$ cat src/rtl/prime_detect5_pkg.sv
// Shared types and constants for the 5-bit prime detector.
// PRIME_MASK is a reference table for checking only; the design computes
// primality arithmetically and never indexes this constant.
package prime_det_pkg;

    localparam int OP_W = 5;

    typedef logic [OP_W-1:0] operand_t;

    // Bit n is set iff n is prime: 2,3,5,7,11,13,17,19,23,29,31.
    localparam logic [31:0] PRIME_MASK = 32'hA08A_28AC;

endpackage

$ cat src/rtl/prime_detect5_if.sv
// Operand/flag bundle for the prime detector.
// The master drives the operand A and observes the flag B; the detector is the slave.
interface prime_detect5_if;
    import prime_det_pkg::*;

    operand_t A;
    logic     B;

    modport master (output A, input B);
    modport slave  (input A, output B);

endinterface

$ cat src/rtl/prime_detect5_check.sv
// Combinational primality classifier for a 5-bit operand.
// Trial division by 2, 3 and 5 is enough, because every composite value
// up to 31 has a factor no larger than 5. Each remainder comes from a
// constant-divisor reduction: the operand bits are weighted by 2^i mod d,
// summed, and then folded back into range.
module prime_check5
    import prime_det_pkg::*;
(
    input  operand_t a,
    output logic     prime
);

    logic       mod2;
    logic [2:0] sum3;
    logic [1:0] mod3;
    logic [3:0] sum5;
    logic [3:0] mod5;

    // Remainders modulo 2, 3 and 5, built from weighted bit sums.
    always_comb begin
        mod2 = a[0];

        // Bit weights mod 3 are 1,2,1,2,1, so the sum is at most 7.
        sum3 = {2'b00, a[0]} + {1'b0, a[1], 1'b0} + {2'b00, a[2]}
             + {1'b0, a[3], 1'b0} + {2'b00, a[4]};
        case (sum3)
            3'd0, 3'd3, 3'd6: mod3 = 2'd0;
            3'd1, 3'd4, 3'd7: mod3 = 2'd1;
            default:          mod3 = 2'd2;
        endcase

        // Bit weights mod 5 are 1,2,4,3,1, so the sum is at most 11.
        sum5 = {3'b000, a[0]} + {2'b00, a[1], 1'b0} + {1'b0, a[2], 2'b00}
             + (a[3] ? 4'd3 : 4'd0) + {3'b000, a[4]};
        if (sum5 >= 4'd10) begin
            mod5 = sum5 - 4'd10;
        end else if (sum5 >= 4'd5) begin
            mod5 = sum5 - 4'd5;
        end else begin
            mod5 = sum5;
        end
    end

    // A value is prime when it is at least 2 and has no divisor among 2, 3 and 5 other than itself.
    always_comb begin
        prime = (a >= 5'd2)
             && ((a == 5'd2) || (mod2 != 1'b0))
             && ((a == 5'd3) || (mod3 != 2'd0))
             && ((a == 5'd5) || (mod5 != 4'd0));
    end

endmodule

$ cat src/rtl/prime_detect5.sv
// Registered 5-bit prime detector: an input register, the prime_check5
// classifier, and an output flop that drives B.
// Build option PRIME_DET_SYNC_EN adds a second input flop, forming a 2-flop
// synchronizer for asynchronous switch inputs. That build has a latency of
// 3 cycles; the default build has a latency of 2 cycles.
module prime_detect5
    import prime_det_pkg::*;
(
    input  logic            clk,
    input  logic            rst_n,
    prime_detect5_if.slave  bus
);

    operand_t a_q;
    logic     prime_c;
    logic     b_q;

`ifdef PRIME_DET_SYNC_EN
    operand_t a_s1;

    // Two-flop synchronizer that brings the operand into the clock domain.
    always_ff @(posedge clk or negedge rst_n) begin
        if (!rst_n) begin
            a_s1 <= '0;
            a_q  <= '0;
        end else begin
            a_s1 <= bus.A;
            a_q  <= a_s1;
        end
    end
`else
    // Sample the operand on every edge.
    always_ff @(posedge clk or negedge rst_n) begin
        if (!rst_n) begin
            a_q <= '0;
        end else begin
            a_q <= bus.A;
        end
    end
`endif

    prime_check5 u_check (
        .a     (a_q),
        .prime (prime_c)
    );

    // Register the classification so that B is a glitch-free flop output.
    always_ff @(posedge clk or negedge rst_n) begin
        if (!rst_n) begin
            b_q <= 1'b0;
        end else begin
            b_q <= prime_c;
        end
    end

    assign bus.B = b_q;

endmodule

$ cat src/flat_wrapper.sv
// flat-port wrapper written by rule: the top's interface ports become plain ports
module prime_detect5_flat import prime_det_pkg::*;
  (clk, rst_n, bus_A, bus_B);
  prime_detect5_if bus_i ();
  input  logic clk;
  input  logic rst_n;
  input wire logic [$bits(bus_i.A)-1:0] bus_A;
  output wire logic [$bits(bus_i.B)-1:0] bus_B;
  assign bus_i.A = bus_A;
  assign bus_B = bus_i.B;
  prime_detect5 u_core (.clk(clk), .rst_n(rst_n), .bus(bus_i));
endmodule
$ cat config.mk
export PLATFORM = sky130hd
export DESIGN_NAME = prime_detect5_flat
export DESIGN_NICKNAME = d
export VERILOG_FILES = /design/src/rtl/prime_detect5_pkg.sv /design/src/rtl/prime_detect5_if.sv /design/src/rtl/prime_detect5_check.sv /design/src/rtl/prime_detect5.sv /design/src/flat_wrapper.sv
export SDC_FILE = /design/constraint.sdc
export NUM_CORES = 1
export LEC_CHECK = 0
export ABC_AREA = 1
export CORE_AREA = 3 3 40 42
export DETAILED_ROUTE_END_ITERATION = 10
export DIE_AREA = 0 0 43 45
export DONT_BUFFER_PORTS = 1
export PLACE_DENSITY = 0.6
export SYNTH_ARGS = -nofsm -noshare
export SYNTH_HDL_FRONTEND = slang
export SYNTH_SLANG_ARGS = --single-unit
$ cat constraint.sdc
create_clock -name clk -period 7.1 [get_ports clk]
set_input_delay 0.71 -clock clk [delete_from_list [all_inputs] [get_ports clk]]
set_output_delay 0.71 -clock clk [all_outputs]
set_load 0.01 [all_outputs]
=== Word level (Yosys, flattened, before mapping) ===
Cells that the tools add are included.
Widths: inputs -> output; s select.

* Output and inout bits: 1
* Register bits: 6
* Input port bits: 7

* Muxes and demuxes: 4
* Reductions and logical operators: 11
* Equal/unequal tests: 8
* $add $sub $neg: 10
* Magnitude comparators: 3

{| class="wikitable"
|+ Operators with widths
! kind !! count
|-
| $eq 5x2->1 const B || 2
|-
| $eq 3x3->1 const B || 3
|-
| $mux 4 || 2
|-
| $add 1x2->3 || 2
|-
| $add 3x1->3 || 2
|-
| $reduce_or 3->1 || 2
|-
| $eq 5x3->1 const B || 1
|-
| $ge 5x2->1 const B || 1
|-
| $add 3x3->4 || 1
|-
| $add 4x1->4 || 1
|-
| $add 4x2->4 || 1
|-
| $ge 4x3->1 const B || 1
|-
| $ge 4x4->1 const B || 1
|-
| $pmux 2 s2 || 1
|-
| $reduce_bool 4->1 || 1
|-
| $sub 4x3->4 const B || 1
|-
| $sub 4x4->4 const B || 1
|-
| $add 3x2->3 || 1
|-
| $eq 3x1->1 const B || 1
|-
| $eq 3x2->1 const B || 1
|-
| $logic_and 1x1->1 || 3
|-
| $logic_not 3->1 || 1
|-
| $logic_or 1x1->1 || 3
|-
| $mux 2 || 1
|-
| $reduce_bool 2->1 || 1
|}

=== Depth between registers and ports, before layout ===
* Depth after elaboration: 11
* Gate-level depth with buffers: 11
* Mapped depth without buffers: 11

=== By module ===
A second synthesis with hierarchy kept.

* Cells, all modules: 63
* Area total of the unflattened synthesis: 501.7 µm²

{| class="wikitable"
|+ By module, submodules not included
! module !! sequential area each (µm²) !! area an instance (µm²) !! instances !! cells an instance
|-
| prime_check5 || 0.0 || 351.6 || 1 || 57
|-
| prime_detect5 || 150.1 || 150.1 || 1 || 6
|}

=== Least setup slack after synthesis ===
Ideal clock, no wire load.

* Path type: register -> register
* Start point: register u_core.a_q[3]
* End point: register u_core.b_q, in the netlist u_core.bus.B
* Period minus slack after synthesis: 2.222 ns
* Path buffers: 0
* Slack: 4.878 ns
* Required time: 6.983 ns
* Arrival time: 2.105 ns
* Stages on the path, launching flop included: 11
* Path through: dfrtp_1 fa_1 inv_1 fa_1 ha_1 inv_1 nand3b_1 nor2_1 nor2_1 nand2_1 a21oi_2

* Longest elaborated chain between the ends: 9
* Elaborated cells on any way between the ends: 32
* Those cells by class: add/sub: 6; order compare: 3; eq/ne: 8; mux: 4; reduce/logical: 11

{| class="wikitable"
|+ Ends and longest elaborated chain
! item !! line !! RTL
|-
| from (decl) || prime_detect5.sv:14 || <nowiki>operand_t a_q;</nowiki>
|-
| from (signal assigned) || prime_detect5.sv:37 || <nowiki>a_q <= bus.A;</nowiki>
|-
| $mux 2 / $add 3x2->3 (equally long branches) || prime_detect5_check.sv:34, prime_detect5_check.sv:25 ||
|-
| $add 4x2->4 / $add 3x1->3 (equally long branches) || prime_detect5_check.sv:34, prime_detect5_check.sv:25 ||
|-
| $add 4x1->4, or another cell as far along || prime_detect5_check.sv:34 || <nowiki>+ (a[3] ? 4'd3 : 4'd0) + {3'b000, a[4]};</nowiki>
|-
| $sub 4x3->4, or another cell as far along || prime_detect5_check.sv:38 || <nowiki>mod5 = sum5 - 4'd5;</nowiki>
|-
| $mux 4 / $pmux 2 s2 (equally long branches) || prime_detect5_check.sv:37, prime_detect5_check.sv:26 ||
|-
| $mux 4 / $reduce_bool 2->1 (equally long branches) || prime_detect5_check.sv:35, prime_detect5_check.sv:48 ||
|-
| $reduce_bool 4->1 / $logic_or 1x1->1 (equally long branches) || prime_detect5_check.sv:49, prime_detect5_check.sv:48 ||
|-
| $logic_or 1x1->1 / $logic_and 1x1->1 (equally long branches) || prime_detect5_check.sv:49, prime_detect5_check.sv:48 ||
|-
| $logic_and 1x1->1 (*) || prime_detect5_check.sv:49 || <nowiki>&& ((a == 5'd5) || (mod5 != 4'd0));</nowiki>
|-
| net u_core.prime_c || prime_detect5.sv:15 || <nowiki>logic prime_c;</nowiki>
|-
| to (signal assigned) || prime_detect5.sv:52 || <nowiki>b_q <= prime_c;</nowiki>
|-
| to (decl) || prime_detect5.sv:16 || <nowiki>logic b_q;</nowiki>
|}

The timed path passes the listed nets; every way through them passes the cells marked *.

=== Worst setup path in the final report ===
Same ends and word-level chain as after synthesis.

==> results.yml <==
global_routing:
  antenna_found_initial: 0
  grt_overflow: 0
  track_usage_pct: 9.03
  grt_pass1_wl_um: 1280
  grt_max_degree: 7
  grt_pass1_vias: 349
layout:
  syn_to_final_growth_pct: 8.23
  diodes: 0
  final_area_um2: 543
  layout_common_cells: "inv_1, nand2_1, nor2_1, nand3_1, dfrtp_1"
  nets: 83
  drive_above_1_share_pct: 7.58
clocking:
  root_buffer: "clkbuf_4"
  clk_pin_slew_worst_paths_ps: 40
  clock_latency_ps: 230
  cts-hold-fix-buffers: 0
  clk_path_buf_depth: 2
  cts_sinks: 6
  numCtsBuffers: 3
  ctsHtreeMaxLevel: 1
  post_cts_resize_count: 0
  cts_tree: "built"
  post_cts_buffers: 0
yosys:
  synth_area_um2: 502
  syn_area_per_cell_um2: 7.96
  yosysSeqAreaShare_pct: 29.9
  synth_seq_cells: 6
  syn-instance-count: 63
  synth_fp_nets: 78
  yosysWarnings: 0
  synth.distinct_cells: 12
setup_path:
  crit_family: "adder cells"
  crit_chain: "fa_1, inv_1, fa_1, ha_1, inv_1, nand3b_1, nor2_1, nor2_1, nand2_1, a21oi_2"
  arrival_ps: 2500
  r2r_start: "u_core.a_q[3]"
  cpPeakStageDelay_ps: 480
  cp.buffers_inverters: 2
  crit_path_start_kind: "register"
  critPathSlowestCell: "dfrtp_1"
  cp-startpoint: "u_core.a_q[3]"
  cp_max_fo: 6
  critPathRequiredTime_ps: 7220
  end_kind: "register"
  timing_worst_setup_path_type: "reg -> reg"
pwr:
  p_leak_nw: 0.288
  power.density_mw_per_mm2: 186
  ir_worst_vdd_uv: 101
route:
  drt_pre_antenna_iters: 4
  vias: 369
  wl_per_cell_um: 9.32
  drcViolationCount: 0
  via_per_inst: 4.56
  ant_nets: 0
  dr.first_iter.drc_count: 9
  drt_wl_total_um: 755
hold_path:
  hp-class: "in -> async"
timing:
  relSlewSlack_pct: 79.4
  drv_slew: 0
  finalCritPeriodShare_pct: 33.5
  fin_skew_ps: 1.08
  finalHoldViolCount: 0
  setup_viol: 0
  rsz0062_at_grt: "false"
  fin_setup_tns_ps: 0
  worstMarginPinSlew_ps: 309
  fin_crit_ps: 2380
  fmax_mhz: 421
status:
  outcome: "finished, final reports clean"
floorplanning:
  io_pins: 8
  die_w_um: 43
  start_util_pct: 39.0
  die_y_um: 45
  core_mm2: 0.00128
  num_rows: 13
  dieArea_mm2: 0.00194
placement:
  placed_cell_area_um2: 520
  io_buffers: 0
  gp_congestion: 0.752
  dp_hpwl_um: 621
job:
  drv_cap: 0
state kept, by name, indices dropped and copies added, names as in the netlist:
| register | count |
|---|---|
| u_core.a_q | 5 |
| u_core.bus.B | 1 |
worst reg2reg max path: stages, from the launching register on:
cell	delay, ps
dfrtp_1	480
fa_1	440
inv_1	80
fa_1	480
ha_1	330
inv_1	60
nand3b_1	100
nor2_1	130
nor2_1	50
nand2_1	70
a21oi_2	50
layer usage:
layer | global-route usage (%) | routed length [um]
met5 | 0 | 0
met4 | 7.23 | 0
met3 | 2.79 | 31
met2 | 15.0 | 368
met1 | 9.52 | 354
cell usage after synthesis:
library cell / count / area share [%]
o21ai_0: 2 / 2.0
ha_1: 4 / 10
nand2_1: 13 / 9.7
nand3_1: 7 / 7.0
nor2_1: 9 / 6.7
inv_1: 13 / 9.7
fa_1: 4 / 16
nand3b_1: 2 / 3.0
nor3_4: 1 / 3.2
dfrtp_1: 6 / 30
a21oi_2: 1 / 1.7
a21oi_1: 1 / 1.0
power by group:
group | switching (W) | total (W) | internal (W)
sequential | 0.00000390 | 0.0000406 | 0.0000367
clock | 0.0000101 | 0.0000291 | 0.0000190
combinational | 0.0000182 | 0.0000315 | 0.0000133
worst paths after layout:
kind                       depth (start not counted)            end  slack (ps)
min reg2reg                                        3   u_core.bus.B         710
max reg2reg                                       10   u_core.bus.B        4720
max                                               10   u_core.bus.B        4720
min in group clk                                   0  u_core.a_q[1]         500
max in group asynchronous                          0  u_core.a_q[4]        6860
min                                                0  u_core.a_q[1]         170
cell type report:
class	instances	area, um^2
Fill cell	132	742
Multi-Input combinational cell	44	303
Sequential cell	6	150
Inverter	13	48.8
Clock buffer	3	22.5
Tap cell	15	18.8
cell families (layout without fill, tap and decap cells):
logic type	Yosys count	in the layout	synth area share, %
adder cells (fa/ha/maj)	8	8	25.9
AO/OA/AOI/OAI	4	4	4.74
buffers and inverters	13	16	9.73
flip-flops	6	6	29.9
AND/OR/NAND/NOR	32	32	29.7
per-stage QoR:
| step | util (%) | setup WS (ps) | instances | power (W) | hold slack, ps |
|---|---|---|---|---|---|
| 2_1_floorplan | - | 4880 | 63 | 0.0000670 | 414 |
| 3_3_place_gp | 40.5 | 4750 | 78 | 0.0000722 | 415 |
| 3_5_place_dp | 40.5 | 4730 | 78 | 0.0000727 | 415 |
| 4_1_cts | 42.3 | 4710 | 81 | 0.000103 | 162 |
| 5_1_grt | 42.3 | 4550 | 81 | 0.000108 | 163 |
| 6_report | 42.3 | 4720 | 81 | 0.000101 | 170 |
No activity file was read; power rests on OpenSTA's default activity.
